File: src/rtl/dat_mem_burst_rd.sv
// dat_mem_burst_rd
// Reads one burst of beats out of a burst data buffer and streams it as AXI
// write-data beats. A burst of N = start_len+1 beats reads buffer addresses
// 0..N-1 in order. Up to two beats are held ahead of the AXI slave, so the
// stream runs without bubbles while m_wready stays high and stalls cleanly
// when it drops.
//
// Ports
//   clk, rst              clock, synchronous active-high reset
//   start, start_len      burst request pulse and length minus one (IDLE only)
//   busy, done            burst in progress / one-cycle completion pulse
//   mem_rd_en, mem_raddr  read port to the burst data buffer
//   mem_rdata             buffer read data, valid the cycle after mem_rd_en
//   m_wdata, m_wvalid,    AXI write-data channel towards the slave
//   m_wlast, m_wready

`ifndef Tout
`define Tout 32
`endif
`ifndef AXI_BURST_LEN
`define AXI_BURST_LEN 16
`endif
`ifndef log2AXI_BURST_LEN
`define log2AXI_BURST_LEN 4
`endif

module dat_mem_burst_rd #(
  parameter int DATA_W = `Tout,
  parameter int LEN    = `AXI_BURST_LEN,
  parameter int AW     = `log2AXI_BURST_LEN
) (
  input  logic              clk,
  input  logic              rst,
  input  logic              start,
  input  logic [AW-1:0]     start_len,
  output logic              busy,
  output logic              done,
  output logic              mem_rd_en,
  output logic [AW-1:0]     mem_raddr,
  input  logic [DATA_W-1:0] mem_rdata,
  output logic [DATA_W-1:0] m_wdata,
  output logic              m_wvalid,
  output logic              m_wlast,
  input  logic              m_wready
);

  // Read counter must reach N (= LEN at most), one bit wider than an address.
  localparam int CW = $clog2(LEN + 1);

  typedef enum logic {IDLE, RUN} state_t;

  state_t              state_reg;
  logic [AW-1:0]       len_reg;
  logic [CW-1:0]       rd_cnt_reg;
  logic [AW-1:0]       beat_cnt_reg;
  logic                inflight_reg;
  logic [1:0]          cnt_reg;
  logic [DATA_W-1:0]   buf_reg [2];
  logic                done_reg;

  logic                hs;
  logic                pop_buf;
  logic                push;
  logic [2:0]          occ;
  logic [1:0]          cnt_pop;
  logic [1:0]          cnt_next;
  logic [CW-1:0]       len_ext;
  logic [DATA_W-1:0]   head_data;

  // The beat being read this cycle (inflight) sits in the buffer's own output
  // register, which holds it until the next read. It is the youngest entry:
  // it is only the head when the local skid entries are empty. This gives a
  // single cycle from read enable to m_wvalid with every source a flop.
  assign head_data = (cnt_reg != 2'd0) ? buf_reg[0] : mem_rdata;
  assign m_wvalid  = (cnt_reg != 2'd0) || inflight_reg;
  assign m_wdata   = m_wvalid ? head_data : '0;
  assign m_wlast   = m_wvalid && (beat_cnt_reg == len_reg);

  assign hs = m_wvalid && m_wready;

  // A handshake consumes a skid entry if one exists, otherwise the in-flight
  // beat goes straight out and is never written locally.
  assign pop_buf  = hs && (cnt_reg != 2'd0);
  assign push     = inflight_reg && !(hs && (cnt_reg == 2'd0));
  assign cnt_pop  = cnt_reg - {1'b0, pop_buf};
  assign cnt_next = cnt_pop + {1'b0, push};

  // Occupancy counts in-flight data; the pop of this cycle frees a slot in
  // time for the next read, which keeps the stream gap-free.
  assign occ     = {1'b0, cnt_reg} + {2'b00, inflight_reg};
  assign len_ext = {{(CW-AW){1'b0}}, len_reg};

  assign mem_rd_en = (state_reg == RUN) && (rd_cnt_reg <= len_ext) &&
                     (occ < (3'd2 + {2'b00, hs}));
  assign mem_raddr = rd_cnt_reg[AW-1:0];

  assign busy = (state_reg == RUN);
  assign done = done_reg;

  always_ff @(posedge clk) begin
    if (rst) begin
      state_reg    <= IDLE;
      len_reg      <= '0;
      rd_cnt_reg   <= '0;
      beat_cnt_reg <= '0;
      inflight_reg <= 1'b0;
      cnt_reg      <= 2'd0;
      done_reg     <= 1'b0;
      for (int i = 0; i < 2; i++) begin
        buf_reg[i] <= '0;
      end
    end else begin
      done_reg     <= 1'b0;
      inflight_reg <= mem_rd_en;
      cnt_reg      <= cnt_next;

      if (mem_rd_en) begin
        rd_cnt_reg <= rd_cnt_reg + CW'(1);
      end
      if (hs) begin
        beat_cnt_reg <= beat_cnt_reg + AW'(1);
      end

      // Skid entries: shift on pop, then land the in-flight beat behind
      // whatever remains.
      if (pop_buf) begin
        buf_reg[0] <= buf_reg[1];
      end
      if (push) begin
        if (cnt_pop == 2'd0) begin
          buf_reg[0] <= mem_rdata;
        end else begin
          buf_reg[1] <= mem_rdata;
        end
      end

      case (state_reg)
        IDLE: begin
          if (start) begin
            state_reg    <= RUN;
            len_reg      <= start_len;
            rd_cnt_reg   <= '0;
            beat_cnt_reg <= '0;
          end
        end
        RUN: begin
          if (hs && m_wlast) begin
            state_reg    <= IDLE;
            done_reg     <= 1'b1;
            rd_cnt_reg   <= '0;
            beat_cnt_reg <= '0;
          end
        end
        default: state_reg <= IDLE;
      endcase
    end
  end

endmodule
File: config.mk
export PLATFORM = sky130hd
export DESIGN_NAME = dat_mem_burst_rd
export DESIGN_NICKNAME = d
export VERILOG_FILES = /design/src/rtl/dat_mem_burst_rd.sv
export SDC_FILE = /design/constraint.sdc
export NUM_CORES = 1
export LEC_CHECK = 0
export CAP_MARGIN = 15
export CORE_MARGIN = 4
export CORE_UTILIZATION = 52
export CTS_CLUSTER_DIAMETER = 120
export DETAILED_ROUTE_END_ITERATION = 6
export PLACE_DENSITY = 0.79
export SKIP_CTS_REPAIR_TIMING = 1
export SYNTH_ARGS = -nofsm -noshare
export SYNTH_HDL_FRONTEND = slang
export SYNTH_SLANG_ARGS = --single-unit
File: constraint.sdc
create_clock -name clk -period 3.08 [get_ports clk]
set_input_delay 0.77 -clock clk [delete_from_list [all_inputs] [get_ports clk]]
set_output_delay 0.77 -clock clk [all_outputs]
set_load 0.1 [all_outputs]
==> out/results.ini, run 1 <==
[floorplanning]
row_count = 32
core_area_sq_mm = 0.007687
die_w_um = 96.54
die_area_sq_mm = 0.009320
start_util_pct = 53.03
die_h_um = 96.54
pin_count = 81

[place]
placement.io_buffers = 80
dp_hpwl_mm = 6.266
gp_congestion = 0.8155
pre_cts_ws_ns = -0.03901

[cells_and_area]
layout_common_cells = 132 x nand2_1, 64 x edfxtp_1, 39 x clkdlybuf4s50_1
nets = 557
drive_above_1_share_pct = 16.21
multi_input_area_sq_mm = 0.001617
largest_reg_flops = 64
layout_commonest_cell = nand2_1
seq_area_sq_mm = 0.002283
fillerInstances = 576
diodes = 0
area_growth_pct = 35.48

[worst_setup_path]
cpMaxStageDelayCell = or3b_4
critPathRequiredTime_ns = 2.31
cp-end-kind = primary output
cp_max_fo = 2
arrival_ns = 2.13
path_cells = inv_1 > ha_1 > nand3_1 > or3b_4 > a221oi_4 > buf_12
startpoint_type = register
critPathMaxStageDelay_ns = 0.39
crit_type = register to primary output

[synthesis]
seq_area_frac_synth_pct = 55.99
ys_seq_elements = 82
yosys_warnings = 0
synthCells = 430
synth_nets = 480
ys_types = 40
synthesis.area_sq_mm = 0.004076
syn_avg_cell_area_sq_um = 9.480

[clock_tree]
root_buffer = clkbuf_8
cts_sinks = 82
cts_max_level = 3
cts_buffer_depth = 2
clk_pin_slew_ns = 0.08
cts_tree = built
cts_buffers = 9
clk_latency_ns = 0.35

[timing]
rsz0062_at_grt = no
hold_violations = 0
finalCritPeriodShare_pct = 94.30
setup_viol = 0
fin_hold_ws_ns = 0.5006
slew_viol_final = 0
skew_ns = 0.007863
tightest_slew_ns = 0.5920
relSlewSlack_pct = 60.53
period_needed_ns = 2.904
max_freq_ghz = 0.3443
worst_slack_ns = 0.1756

[power_and_ir_drop]
intPower_uw = 2684
clkPwrFrac_pct = 13.1
powerDensity_mw_per_mm2 = 941.2
power.share.sequential_pct = 28.6
p_sw_uw = 2514
leakage_uw = 0.002148
power.total_uw = 5198
p_comb_share_pct = 58.3
ir_drop_v = 0.0008099
switching_share_pct = 48.36

[grt]
gr-total-overflow = 0
antenna_found_initial = 0
grt_max_degree = 36
grt_pass1_vias = 3178
track_usage_pct = 20.76
grt_pass1_wl_mm = 14.83

[route]
vias = 3257
wl_per_cell_um = 15.01
drtAntennaViolNets = 0
wl_mm = 9.217
first_iter_violations = 197
route.detailed.drc = 0
vias_per_cell = 5.305
firstDrtPassIters = 5

[worst_hold_path]
hp-class = register to register

[flow_run]
max_cap_violations = 0

[outcome]
status = complete, no violations

==> area by class of cell <==
type                            instances  area share, %
Tap cell                              102          2.311
Clock buffer                            9          2.243
Sequential cell                        82          41.35
Clock inverter                          7         0.8382
Inverter                               11         0.7476
Multi-Input combinational cell        306          29.27
Timing Repair Buffer                   97          23.24
==> per-stage QoR <==
stage,instance area (sq um),setup TNS (ns),instances,utilization [%]
finish,5523,0,614,71.84
global route,5523,0,614,71.84
CTS,5508,0,613,71.65
detailed placement,5338,-0.7323,597,69.43
global placement,5338,0,597,69.43
floorplan,4078,-14.59,430,-
==> cells in the mapped netlist <==
cell type / count / area (sq um)
buf_4: 4 / 30.03
a21boi_1: 1 / 7.510
or2_1: 1 / 6.260
or2b_2: 1 / 8.760
a41oi_1: 1 / 8.760
o21ai_0: 32 / 160.2
a311oi_1: 1 / 8.760
edfxtp_1: 64 / 1922
o31a_1: 1 / 8.760
xnor2_1: 3 / 26.28
nand3_1: 3 / 15.01
and3_1: 1 / 6.260
mux2i_1: 3 / 30.03
o221ai_1: 1 / 8.760
ha_1: 10 / 125.1
clkbuf_1: 19 / 71.32
nor2b_1: 3 / 18.77
nor4_1: 1 / 6.260
inv_1: 11 / 41.29
a21oi_1: 38 / 190.2
xor2_1: 7 / 61.31
nor2_1: 18 / 67.56
o21ai_1: 1 / 5.000
buf_6: 1 / 11.26
a21o_2: 1 / 8.760
o21ba_1: 1 / 10.01
buf_1: 1 / 3.750
a221oi_4: 1 / 26.28
and3b_1: 1 / 8.760
or3b_4: 1 / 11.26
a21o_1: 2 / 15.01
nor2_2: 1 / 6.260
buf_2: 6 / 30.03
dfxtp_1: 18 / 360.4
or3_1: 3 / 18.77
nand2b_4: 1 / 13.76
nor3_2: 1 / 10.01
and2_1: 33 / 206.5
nand4_1: 1 / 6.260
nand2_1: 132 / 495.5
==> cells by family (layout without fill, tap and decap cells) <==
logic type | count (synthesis) | count (layout) | share of synthesized area, %
buf+inv | 42 | 124 | 4.604
mux | 3 | 3 | 0.7367
simple gates | 202 | 202 | 22.22
fa+ha+maj | 10 | 10 | 3.069
compound gates | 81 | 81 | 11.23
flops | 82 | 82 | 55.99
xor+xnor | 10 | 10 | 2.149
==> power by group through the flow <==
stage	logic, uW	clock network, uW	registers, uW
4_1_cts	3040	693	1490
6_report	3030	682	1480
2_1_floorplan	1960	0	1510
3_5_place_dp	3030	0	1510
5_1_grt	3190	734	1500
3_3_place_gp	2990	0	1500
==> path summary, 6_finish.rpt <==
kind	from	endpoint	slack, ns	cells after the start
worst max-delay path	len_reg[3]$_SDFFE_PP0P_	mem_rd_en	0.18	6
worst min-delay path	busy$_SDFF_PP0_	busy$_SDFF_PP0_	0.50	1
worst max register to register	cnt_reg[1]$_SDFF_PP0_	buf_reg[0][29]$_SDFFCE_PN0P_	0.50	10
worst min register to register	busy$_SDFF_PP0_	busy$_SDFF_PP0_	0.50	1
==> critical path, delay by kind of cell (launching register included) <==
family	cells	cell delay [ns]
fa+ha+maj	1	0.31
compound gates	1	0.35
simple gates	2	0.48
buf+inv	2	0.30
flops	1	0.35
==> routing by layer <==
| metal | up-vias | track usage [%] | share of wire (%) |
|---|---|---|---|
| met3 | 13 | 3.253 | 6.2 |
| li1 | 1590 | - | - |
| met2 | 109 | 34.08 | 49 |
| met4 | 0 | 8.645 | 1.5 |
| met5 | - | 0 | 0 |
| met1 | 1545 | 27.48 | 43 |
No activity file was read; power rests on OpenSTA's default activity.
==> run 2, diff against run 1 <==
--- a/config.mk
+++ b/config.mk
@@ -5,7 +5,9 @@
 export SDC_FILE = /design/constraint.sdc
 export NUM_CORES = 1
 export LEC_CHECK = 0
+export ABC_AREA = 1
 export CAP_MARGIN = 15
+export CORE_ASPECT_RATIO = 1.75
 export CORE_MARGIN = 4
 export CORE_UTILIZATION = 52
 export CTS_CLUSTER_DIAMETER = 120
==> out/results.ini, run 2 <==
[outcome]
status = complete, no violations  ; unchanged

[synthesis]
seq_area_frac_synth_pct = 55.83  ; was 55.99%
synth_commonest_cells = 64 x edfxtp_1, 56 x nor2_1, 55 x nand2_1  ; was 132 x nand2_1, 64 x edfxtp_1, 38 x a21oi_1
yosys_most_used_dff = edfxtp_1  ; unchanged
synthCells = 428  ; was 430
async_reset_ff_share_pct = 0  ; unchanged
syn_avg_cell_area_sq_um = 9.551  ; was 9.480 sq um
yosysTopAreaCell = edfxtp_1  ; unchanged
synth_edf_count = 64  ; unchanged
synthesis.area_sq_mm = 0.004088  ; was 0.004076 sq mm
ys_top_cells_by_area = edfxtp_1 47%, dfxtp_1 8.8%, o31ai_1 5.9%  ; was edfxtp_1 47%, nand2_1 12%, dfxtp_1 8.8%
ys_types = 32  ; was 40
yosys_warnings = 0  ; unchanged
synth_nets = 478  ; was 480
yosysMostFrequentCell = edfxtp_1  ; was nand2_1
yosysTopAreaCellShare_pct = 47.02  ; was 47.15%
ys_seq_elements = 82  ; unchanged

[grt]
track_usage_pct = 20.07  ; was 20.76%
antenna_found_initial = 0  ; unchanged
grt_max_degree = 65  ; was 36
gr-total-overflow = 0  ; unchanged
grt_pass1_wl_mm = 14.51  ; was 14.83 mm
grt_pass1_vias = 3216  ; was 3178

[route]
firstDrtPassIters = 5  ; unchanged
route.detailed.drc = 0  ; unchanged
wl_mm = 8.950  ; was 9.217 mm
drtAntennaViolNets = 0  ; unchanged
vias = 3240  ; was 3257
vias_per_cell = 5.427  ; was 5.305
wl_per_cell_um = 14.99  ; was 15.01 um
first_iter_violations = 317  ; was 197

[cells_and_area]
diodes = 0  ; unchanged
drive_above_1_share_pct = 16.31  ; was 16.21%
largest_reg_flops = 64  ; unchanged
postLayoutCellArea_sq_mm = 0.005562  ; was 0.005523 sq mm
nets = 554  ; was 557
area_growth_pct = 36.06  ; was 35.48%
layout_commonest_cell = edfxtp_1  ; was nand2_1
fillerInstances = 514  ; was 576
layout_common_cells = 64 x edfxtp_1, 55 x nor2_1, 55 x nand2_1  ; was 132 x nand2_1, 64 x edfxtp_1, 39 x clkdlybuf4s50_1

[floorplanning]
die_h_um = 125.3  ; was 96.54 um
pin_count = 81  ; unchanged
row_count = 42  ; was 32
die_w_um = 75.02  ; was 96.54 um
start_util_pct = 53.65  ; was 53.03%
core_area_sq_mm = 0.007620  ; was 0.007687 sq mm
die_area_sq_mm = 0.009399  ; was 0.009320 sq mm

[flow_run]
max_cap_violations = 0  ; unchanged

[timing]
setup_viol = 0  ; unchanged
rsz0062_at_grt = no  ; unchanged
max_freq_ghz = 0.3499  ; was 0.3443 GHz
tightest_slew_ns = 0.5717  ; was 0.5920 ns
slew_viol_final = 0  ; unchanged
fin_hold_ws_ns = 0.5288  ; was 0.5006 ns
relSlewSlack_pct = 61.89  ; was 60.53%
finalCritPeriodShare_pct = 92.79  ; was 94.30%
period_needed_ns = 2.858  ; was 2.904 ns
hold_violations = 0  ; unchanged
skew_ns = 0.005891  ; was 0.007863 ns

[worst_setup_path]
arrival_ns = 2.09  ; was 2.13 ns
critPathRequiredTime_ns = 2.31  ; about the same
crit_type = primary input to primary output  ; was register to primary output
cp_max_fo = 3  ; was 2
cp-end-kind = primary output  ; unchanged
startpoint_type = primary input  ; was register

[clock_tree]
cts_buffers = 9  ; unchanged
clk_latency_ns = 0.33  ; was 0.35 ns
cts_max_level = 3  ; unchanged
cts_tree = built  ; unchanged
cts_sinks = 82  ; unchanged
clk_pin_slew_ns = 0.06  ; was 0.08 ns
root_buffer = clkbuf_16  ; was clkbuf_8
cts_buffer_depth = 2  ; unchanged

[worst_hold_path]
hp-class = register to register  ; unchanged

[power_and_ir_drop]
ir_drop_v = 0.0004873  ; was 0.0008099 V
leakage_uw = 0.002329  ; was 0.002148 uW
powerDensity_mw_per_mm2 = 561.7  ; was 941.2 mW/mm^2

[place]
gp_congestion = 0.8665  ; was 0.8155
placement.io_buffers = 80  ; unchanged
dpl_cell_area_sq_mm = 0.005266  ; was 0.005338 sq mm
dp_hpwl_mm = 6.463  ; was 6.266 mm

==> run 2: worst max-delay path: stages <==
cell	delay, ns
clkdlybuf4s50_1	0.49
inv_1	0.09
o31ai_1	0.49
buf_12	0.24
==> run 2: final cells by class <==
type | count | area, sq um | share of cell area (%)
clock inverter | 7 | 67.56 | 1.215
timing repair buffer | 90 | 1224 | 22.00
sequential | 82 | 2282 | 41.03
multi-input combinational | 263 | 1433 | 25.76
tap | 88 | 110.1 | 1.980
clock buffer | 9 | 225.2 | 4.049
inverter | 58 | 220.2 | 3.960
==> run 2: per-layer routing <==
layer | routed length (um) | vias to the layer above | track usage, %
li1 | - | 1609 | -
met1 | 3089 | 1519 | 22.10
met2 | 5079 | 93 | 34.79
met3 | 514 | 19 | 4.096
met4 | 267 | 0 | 10.48
met5 | 0 | - | 0
==> run 2: kinds of logic after synthesis <==
logic type	after synthesis	synth area share, %
AOI/OAI and AO/OA	113	16.28
buffers and inverters	83	9.182
xor gates and xnor gates	9	1.928
adders and majority gates	10	3.061
and+or+nand+nor	131	13.71
DFF	82	55.83
==> run 2: worst paths after layout <==
path,start,endpoint,slack [ns],cells past startpoint
setup / recovery,mem_rdata[23],m_wdata[23],0.22,4
hold / removal,rd_cnt_reg[4]$_SDFF_PP0_,rd_cnt_reg[4]$_SDFF_PP0_,0.53,2
setup reg to reg,cnt_reg[0]$_SDFF_PP0_,buf_reg[0][23]$_SDFFCE_PN0P_,0.68,11
hold reg to reg,rd_cnt_reg[4]$_SDFF_PP0_,rd_cnt_reg[4]$_SDFF_PP0_,0.53,2
==> run 2: report_power, final <==
part	internal [uW]	leakage (uW)	total (uW)	switching, uW
logic	261	0.00137	808	547
registers	1250	0.000809	1280	27.0
clock network	625	0.000149	1040	413
total	2140	0.00233	3120	987
==> run 2: through the flow <==
stage / total power (uW) / util, % / setup TNS [ns] / setup WS [ns] / std cells
global placement: 2095 / 69.11 / 0 / 0.1852 / 581
finish: 3124 / 72.99 / 0 / 0.2222 / 597
floorplan: 1821 / - / -40.49 / -0.7789 / 428
CTS: 3137 / 72.96 / 0 / 0.1288 / 597
detailed placement: 2111 / 69.11 / 0 / 0.07513 / 581
global route: 3240 / 72.99 / 0 / 0.1673 / 597
